<file path="src/rtl/dmem_mmio_responder.sv">
// Data-side memory responder for the single-cycle ARM core: word RAM plus an MMIO page
// holding LED, synchronised switch and timer registers. Combinational loads, clocked stores.
module dmem_mmio_responder #(
  parameter int unsigned RAM_WORDS = 64,
  parameter logic [31:0] MMIO_BASE = 32'h0000_0800,
  parameter int unsigned LED_W     = 16,
  parameter int unsigned SW_W      = 16
) (
  input  logic             clk,
  input  logic             reset_n,
  input  logic             MemWrite,
  input  logic [31:0]      Addr,
  input  logic [31:0]      WriteData,
  output logic [31:0]      ReadData,
  input  logic [SW_W-1:0]  sw_in,
  output logic [LED_W-1:0] led_out,
  output logic             irq
);

  localparam int unsigned RamAw    = (RAM_WORDS > 1) ? $clog2(RAM_WORDS) : 1;
  localparam logic [31:0] RamBytes = 32'(RAM_WORDS * 4);

  localparam logic [5:0] OffLed  = 6'h00;
  localparam logic [5:0] OffSw   = 6'h01;
  localparam logic [5:0] OffCnt  = 6'h02;
  localparam logic [5:0] OffCmp  = 6'h03;
  localparam logic [5:0] OffCtrl = 6'h04;

  logic [31:0]      mem [RAM_WORDS];
  logic [RamAw-1:0] ram_idx;
  logic             ram_hit, mmio_hit;
  logic [5:0]       word_off;
  logic             unused_addr;

  logic [LED_W-1:0] led_q;
  logic [SW_W-1:0]  sync1_q, sync2_q;
  logic [31:0]      cnt_q, cnt_d, cmp_q;
  logic             en_q, ar_q, ie_q, flag_q, flag_d, flag_set;
  logic             led_wr, cnt_wr, cmp_wr, ctrl_wr;

  assign ram_idx     = Addr[RamAw+1:2];
  assign ram_hit     = (Addr < RamBytes);
  assign mmio_hit    = (Addr[31:8] == MMIO_BASE[31:8]);
  assign word_off    = Addr[7:2];
  assign unused_addr = ^Addr[1:0];

  assign led_wr  = MemWrite && mmio_hit && (word_off == OffLed);
  assign cnt_wr  = MemWrite && mmio_hit && (word_off == OffCnt);
  assign cmp_wr  = MemWrite && mmio_hit && (word_off == OffCmp);
  assign ctrl_wr = MemWrite && mmio_hit && (word_off == OffCtrl);

  // RAM is deliberately unreset; a store presented while reset is held is dropped.
  always_ff @(posedge clk) begin
    if (reset_n && MemWrite && ram_hit) begin
      mem[ram_idx] <= WriteData;
    end
  end

  // Timer: a CNT write pre-empts the match check; a match-set beats a same-cycle W1C.
  always_comb begin
    cnt_d    = cnt_q;
    flag_set = 1'b0;
    if (cnt_wr) begin
      cnt_d = WriteData;
    end else if (en_q && (cnt_q == cmp_q)) begin
      flag_set = 1'b1;
      cnt_d    = ar_q ? 32'd0 : cnt_q + 32'd1;
    end else if (en_q) begin
      cnt_d = cnt_q + 32'd1;
    end
    flag_d = flag_set | (flag_q & ~(ctrl_wr & WriteData[2]));
  end

  always_ff @(posedge clk or negedge reset_n) begin
    if (!reset_n) begin
      led_q   <= '0;
      sync1_q <= '0;
      sync2_q <= '0;
      cnt_q   <= '0;
      cmp_q   <= 32'hFFFF_FFFF;
      en_q    <= 1'b0;
      ar_q    <= 1'b0;
      ie_q    <= 1'b0;
      flag_q  <= 1'b0;
    end else begin
      sync1_q <= sw_in;
      sync2_q <= sync1_q;
      cnt_q   <= cnt_d;
      flag_q  <= flag_d;
      if (led_wr) begin
        led_q <= WriteData[LED_W-1:0];
      end
      if (cmp_wr) begin
        cmp_q <= WriteData;
      end
      if (ctrl_wr) begin
        en_q <= WriteData[0];
        ar_q <= WriteData[1];
        ie_q <= WriteData[3];
      end
    end
  end

  always_comb begin
    ReadData = '0;
    if (ram_hit) begin
      ReadData = mem[ram_idx];
    end else if (mmio_hit) begin
      case (word_off)
        OffLed:  ReadData[LED_W-1:0] = led_q;
        OffSw:   ReadData[SW_W-1:0]  = sync2_q;
        OffCnt:  ReadData            = cnt_q;
        OffCmp:  ReadData            = cmp_q;
        OffCtrl: ReadData            = {28'd0, ie_q, flag_q, ar_q, en_q};
        default: ReadData            = '0;
      endcase
    end
  end

  assign led_out = led_q;
  assign irq     = flag_q & ie_q;

endmodule

</file>
<file path="config.mk">
export PLATFORM = sky130hd
export DESIGN_NAME = dmem_mmio_responder
export DESIGN_NICKNAME = d
export VERILOG_FILES = /design/src/rtl/dmem_mmio_responder.sv
export SDC_FILE = /design/constraint.sdc
export NUM_CORES = 2
export LEC_CHECK = 0
export ABC_AREA = 1
export CAP_MARGIN = 25
export CORE_ASPECT_RATIO = 1.25
export CORE_MARGIN = 2
export CORE_UTILIZATION = 45
export DETAILED_ROUTE_END_ITERATION = 8
export PLACE_DENSITY = 0.59
export SYNTH_ARGS = -nofsm -noshare
export SYNTH_HDL_FRONTEND = slang
export SYNTH_SLANG_ARGS = --single-unit
</file>
<file path="constraint.sdc">
create_clock -name clk -period 1.8 [get_ports clk]
set_input_delay 0.36 -clock clk [delete_from_list [all_inputs] [get_ports clk]]
set_output_delay 0.36 -clock clk [all_outputs]
set_load 0.03 [all_outputs]
</file>
======== Word level (Yosys, flattened, before mapping) ========
Memory sizes are Yosys's and may differ from the RTL's.
Cells that the tools add are included.
word-level totals
  RAM bits ................................ 2048
  input bits .............................. 83
  word-level logic and storage cells ...... 45
  output and inout bits ................... 49
  register bits ........................... 116
  memories ................................ 1
operators by class
  reductions and logical operators ........ 10
  add/subtract/negate cells ............... 1
  equal/unequal tests ..................... 6
  $lt $le $gt $ge ......................... 1
  multiplexer cells ....................... 12
  bitwise gates (word level) .............. 5
memory list
  name  depth  bits a word  rd ports  clocked after memory_dff  write ports  line  text
  mem   64     32           1         0                         1            29    logic [31:0] mem [RAM_WORDS];
operators by type and width
  kind                                                   number
  2-to-1 mux 32 bit                                      6
  one-hot mux 16 bit (5 select lines)                    1
  adder 32 x 1 -> 32 bit (second input constant)         1
  equality test 32 bit                                   1
  < comparator 32 x 9 -> 1 bit (second input constant)   1
  one-hot mux 16 bit (2 select lines)                    1
  equality test 24 x 4 -> 1 bit (second input constant)  1
  equality test 6 x 2 -> 1 bit (second input constant)   2
  logical AND 1 bit                                      8
  equality test 6 x 1 -> 1 bit (second input constant)   1
  equality test 6 x 3 -> 1 bit (second input constant)   1
  zero test 6 bit                                        1
  2-to-1 mux 1 bit                                       4
  bitwise AND 1 bit                                      3
  nonzero test 3 bit                                     1
  NOT 1 bit                                              1
  bitwise OR 1 bit                                       1

======== Logic depth before layout (Yosys ltp) ========
  depth in word-level cells ............... 7
  mapped depth ............................ 16
  depth with buffers taken out ............ 13

======== Worst setup path after synthesis ========
No wires, ideal clock.
  kind .................................... input to register
  from .................................... input port Addr[4]
  to ...................................... memory mem[1][0] (enable)
  path slack .............................. -1.924 ns
  path buffers ............................ 2
  stages .................................. 7
  arrival ................................. 3.262 ns
  data required time ...................... 1.339 ns
  cells stage by stage .................... buf_2 -> inv_2 -> nand2_4 -> inv_2 -> buf_4 -> nand3_1 -> nor3_1
on the way
  cells in the longest elaborated chain, start to end .. 4
RTL lines
  item                                    line  text
  from (decl)                             12    input logic [31:0] Addr,
  < comparator 32 x 9 -> 1 bit            42    assign ram_hit = (Addr < RamBytes);
  logical AND 1 bit                       54    if (reset_n && MemWrite && ram_hit) begin
  2-to-1 mux 1 bit                        54
  2-to-1 mux 1 bit (not written as such)  55    mem[ram_idx] <= WriteData;
  to (decl)                               29
Parallel ways exist; a longest one is shown, timed or not.

======== Final worst setup path ========
  from .................................... memory mem[41][3]
  to ...................................... output port ReadData[3]
on the way
  cells in the longest elaborated chain, start to end .. 2
RTL lines
  item                  line  text
  memory (64 x 32 bit)  n/a
  2-to-1 mux 32 bit     106   if (ram_hit) begin
  to (decl)             14    output logic [31:0] ReadData,
Every way passes these cells.

==> results <==
- The worst hold path begins at WriteData[23].
- The fill cell instance count of the final layout is about 17k.
- After routing, the total negative slack on setup checks comes to -94260 ps.
- Along the worst hold path, the cell count comes to 1.
- The number of nets in the synthesized netlist is 9320.
- The CTS root buffer is clkbuf_16.
- Of the total synthesized cell area, the portion taken by XOR and XNOR cells is 0.00262.
- The number of top-level design ports is about 130.
- The biggest area contributor in the post-synthesis netlist is edfxtp_1.
- The destination of the worst hold path is mem[60][23].
- Among cell families on the critical path, the largest total delay comes from simple AND/OR/NAND/NOR gates.
- The TritonCTS clock tree is built.
- The pre-antenna-repair detailed-routing pass consisted of 7 iterations.
- For this design the ratio of total power to cell area is about 900 nW/µm².
- The top cell type's share of synthesized area is 0.658.
- The final cell utilization of the core is 0.567.
- In the final routed layout, each cell accounts on average for roughly 24 µm.
- The final critical-path setup slack is -1160 ps.
- A synthesized cell averages 10.1 µm².
- The remaining global-route overflow is 0.
- Across the run, the number of max-cap violations was 0.
- The count of placed standard cells in the final layout, fillers left out is ~13k.
- In the finished design, the share of the clock period the worst path needs comes to 1.64.
- After synthesis, the share of flip-flops with an asynchronous set or reset is 0.0536.
- The largest stage delay on the critical path is roughly 470 ps.
- The smallest clock period supported by the final layout is computed as a little under 3000 ps.
- The worst hold slack after final layout is about 30 ps.
- The count of buffer and inverter cells on the critical path is 3.
- Of the total synthesized cell area, the portion taken by full adders, half adders and majority gates is 0.000134.
- Compared with the post-synthesis result, the final layout area differs by 25.7%.
- Detailed routing inserted a total of 69.3k vias.
- Of all nets on the critical path, the largest fanout is 1.
- Data on the critical path is required at its endpoint by between 1000 and 1500 ps.
- The initial detailed-routing violation count is ~8.5k.
- The share of cell area taken by muxes after synthesis is 0.
- The startpoint of the worst register-to-register path is cmp_q[20].
- The number of buffer cells added on primary ports is around 130.
- The count of nets left with antenna violations once routing finished came out at 0.
- From bottom edge to top edge, the die measures 514 µm.
- The number of antenna violations at the first check in global routing came to 11.
- The cell with the most instances after synthesis is nand2_1.
- The via count of the first global-routing pass is 65.4k.
- At the end of the flow, the number of nets in the layout was ~10k.
- The complex-gate fraction of the synthesized area is 0.0164.
- The most common cell type on the critical path is nand2_4.
- The static leakage is about 49 nW.
- The horizontal extent of the die is between 400 and 500 µm.
- The unique cell type count in the Yosys netlist is 37.
- The peak ir drop on the vdd network is slightly below 0.8 mV.
- Entering global routing, the biggest net connects about 70 pins.
- In this run the register-to-register setup slack is -120 ps.
- For the worst-skew pair, the clock arrives at the later sink with an insertion delay of 870 ps.
- The global placer's final weighted congestion is slightly below 1.
- The clock arrives with 36.7 ps of skew.
- The instance count after placement with tap cells included is between 10k and 15k.
- The checks that failed: setup timing.
- The min-delay analysis places its worst path in the category in2reg.
- Of the cells placed in the final design, the portion with a size suffix greater than 1 is 0.199.
- The worst-margin pin slew is 844 ps.
- The Yosys step of the flow raised 0 warnings.
- The initial cell density of the core is 0.452.
- Setup violations remaining at the end of the flow were counted as 1054.
- Traced cell by cell, the critical path runs through nand2_2, nand2_1, nand2_1, nand3_1, nand3_1, buf_6, nand2_4, nand2_4, nand2_4, o21ai_2, buf_6, nand2_4, buf_12.
- The worst path arrival time is between 2000 and 3000 ps.
- By count the netlist is led by 4027 x nand2_1, 2048 x edfxtp_1, 1135 x inv_1, 756 x nand3_1, 276 x buf_2.
- Of the total synthesized cell area, the portion taken by AND, OR, NAND and NOR gates is 0.221.
- Overall power consumption after layout is estimated at roughly 110 mW.
- The maximum frequency from static timing analysis is between 300 and 400 MHz.
- CTS built an H-tree with a depth of 4.
- The primary flip-flop cell chosen by synthesis mapping is edfxtp_1.
- The detailed placer's ending HPWL is roughly 200000 µm.
- The die covers between 200000 and 250000 µm².
- The combinational family with the most area after synthesis is simple AND/OR/NAND/NOR gates.
- Ranked by total cell area, the synthesized netlist is headed by edfxtp_1 66%, nand2_1 16%, inv_1 4.6%.
- The number of enable flip-flop cells after synthesis is between 2k and 2.5k.
- The floorplan core area is a little over 200000 µm².
- The clock passes through at most 4 buffers.
- Clock-pin slew was measured on the worst setup and hold paths at roughly 60 ps.
- The sink count of the clock tree is between 2k and 2.5k.
- The synthesized instance count is around 9k.
- After floorplanning, the core was divided into 187 placement rows.
- The largest individual stage delay along the critical path comes from the cell edfxtp_1.
- The count of final hold-check violations is 0.
- The critical path is of the reg2out type.
- After detailed routing, the number of vias per cell comes to between 5 and 6.
- Of the synthesized area, sequential elements account for 0.689.
- The aggregate routed wire length is around 320000 µm.
- Counting cells, the worst reg-to-reg path comes to 12.
- The final-report max-slew violation count is 0.
- The total standard cell area after synthesis is slightly above 90000 µm².
- After detailed routing, the number of remaining DRC violations is 0.
- The startpoint type of the worst setup path is a flip-flop.
- The critical path capture point type is an output pin.
- Buffers inserted during clock tree synthesis total around 210.
- In the global route stage, overall resource usage came out at 0.291.
- The terminus of the critical flop-to-flop path is cnt_q[26].
- The first global-routing pass estimated about 450000 µm of wire.
- Synthesis inferred 2164 register bits.
- Setup repair after global routing could not meet its margin everywhere.
- Headroom to the max-slew limit came out at 0.437.
- The run finished, with violations left.
[cell usage in the layout, fill, tap and decap left out, types with 54 or more instances in the layout]
cell type     n
nand3_2      59
dfrtp_1      82
nor2_4       74
buf_6        63
nand4_1      94
a21oi_1     110
inv_1      1026
clkbuf_16   243
nand2_2     245
nor2_1      186
nand2_1    3640
inv_2        80
nand2_4     139
edfxtp_1   2048
buf_4       555
clkinv_1     54
o21ai_1      54
nand3_1     692
buf_12      286
[sequential cells by signal, indices dropped and copies added (netlist names)]
name,flops
sync2_q,16
ar_q,1
flag_q,1
mem,2048
en_q,1
cnt_q,32
cmp_q,32
led_out,16
sync1_q,16
ie_q,1
[metrics by stage]
stage / setup WS, ps / instance area [µm²]
CTS: -1190 / 116000
finish: -1160 / 117000
floorplan: -1060 / 93700
detailed placement: -1460 / 106000
global route: -1260 / 117000
global placement: -1470 / 106000
[report_power, final]
| part | switching [mW] | internal, mW |
|---|---|---|
| sequential | 0.0135 | 55.1 |
| clock | 19.3 | 25.8 |
| combinational | 5.85 | 2.60 |
| total | 25.2 | 83.5 |
[cells by family after synthesis]
kind of cell / Yosys count
flip-flops: 2164
buffers and inverters: 1597
adder cells (fa/ha/maj): 1
XOR/XNOR: 28
AO/OA/AOI/OAI: 274
AND/OR/NAND/NOR: 5172
[routing by layer]
layer,part of all wire,track usage,up-vias
met1,0.39,0.396,33679
met3,0.091,0.0426,642
li1,-,-,31521
met2,0.46,0.459,3410
met5,0.00012,0,-
met4,0.053,0.137,6
[final cells by class]
| class | count | area [µm²] | area share |
|---|---|---|---|
| Multi-Input combinational cell | 5475 | 25500 | 0.217 |
| Clock inverter | 127 | 1260 | 0.0107 |
| Clock buffer | 253 | 5640 | 0.0480 |
| Antenna cell | 3 | 7.51 | 0.0000639 |
| Timing Repair Buffer | 1059 | 12800 | 0.109 |
| Timing Repair inverter | 1 | 7.51 | 0.0000639 |
| Tap cell | 2740 | 3430 | 0.0292 |
| Inverter | 1148 | 4460 | 0.0380 |
| Sequential cell | 2164 | 64400 | 0.549 |
[what timing repair did]
item | 4_1_cts | 5_1_grt
endpoints found under the setup margin | 2095 | 2034
setup buffers | 41 | 33
resized for setup | 844 | 293
pin swaps | 265 | 225
hold endpoints to repair | 314 | 0
hold buffers | 43 | 0
gates cloned | 23 | 29
[worst max-delay path by stage]
stage,start,endpoint,slack [ps],cells past startpoint
2_1_floorplan,Addr[9],mem[6][0],-1060,6
3_3_place_gp,Addr[2],ReadData[28],-1470,15
3_5_place_dp,Addr[2],ReadData[28],-1460,14
4_1_cts,mem[41][3],ReadData[3],-1190,13
5_1_grt,mem[41][3],ReadData[3],-1260,13
6_report,mem[41][3],ReadData[3],-1160,13
(Power assumes the default switching activity.)
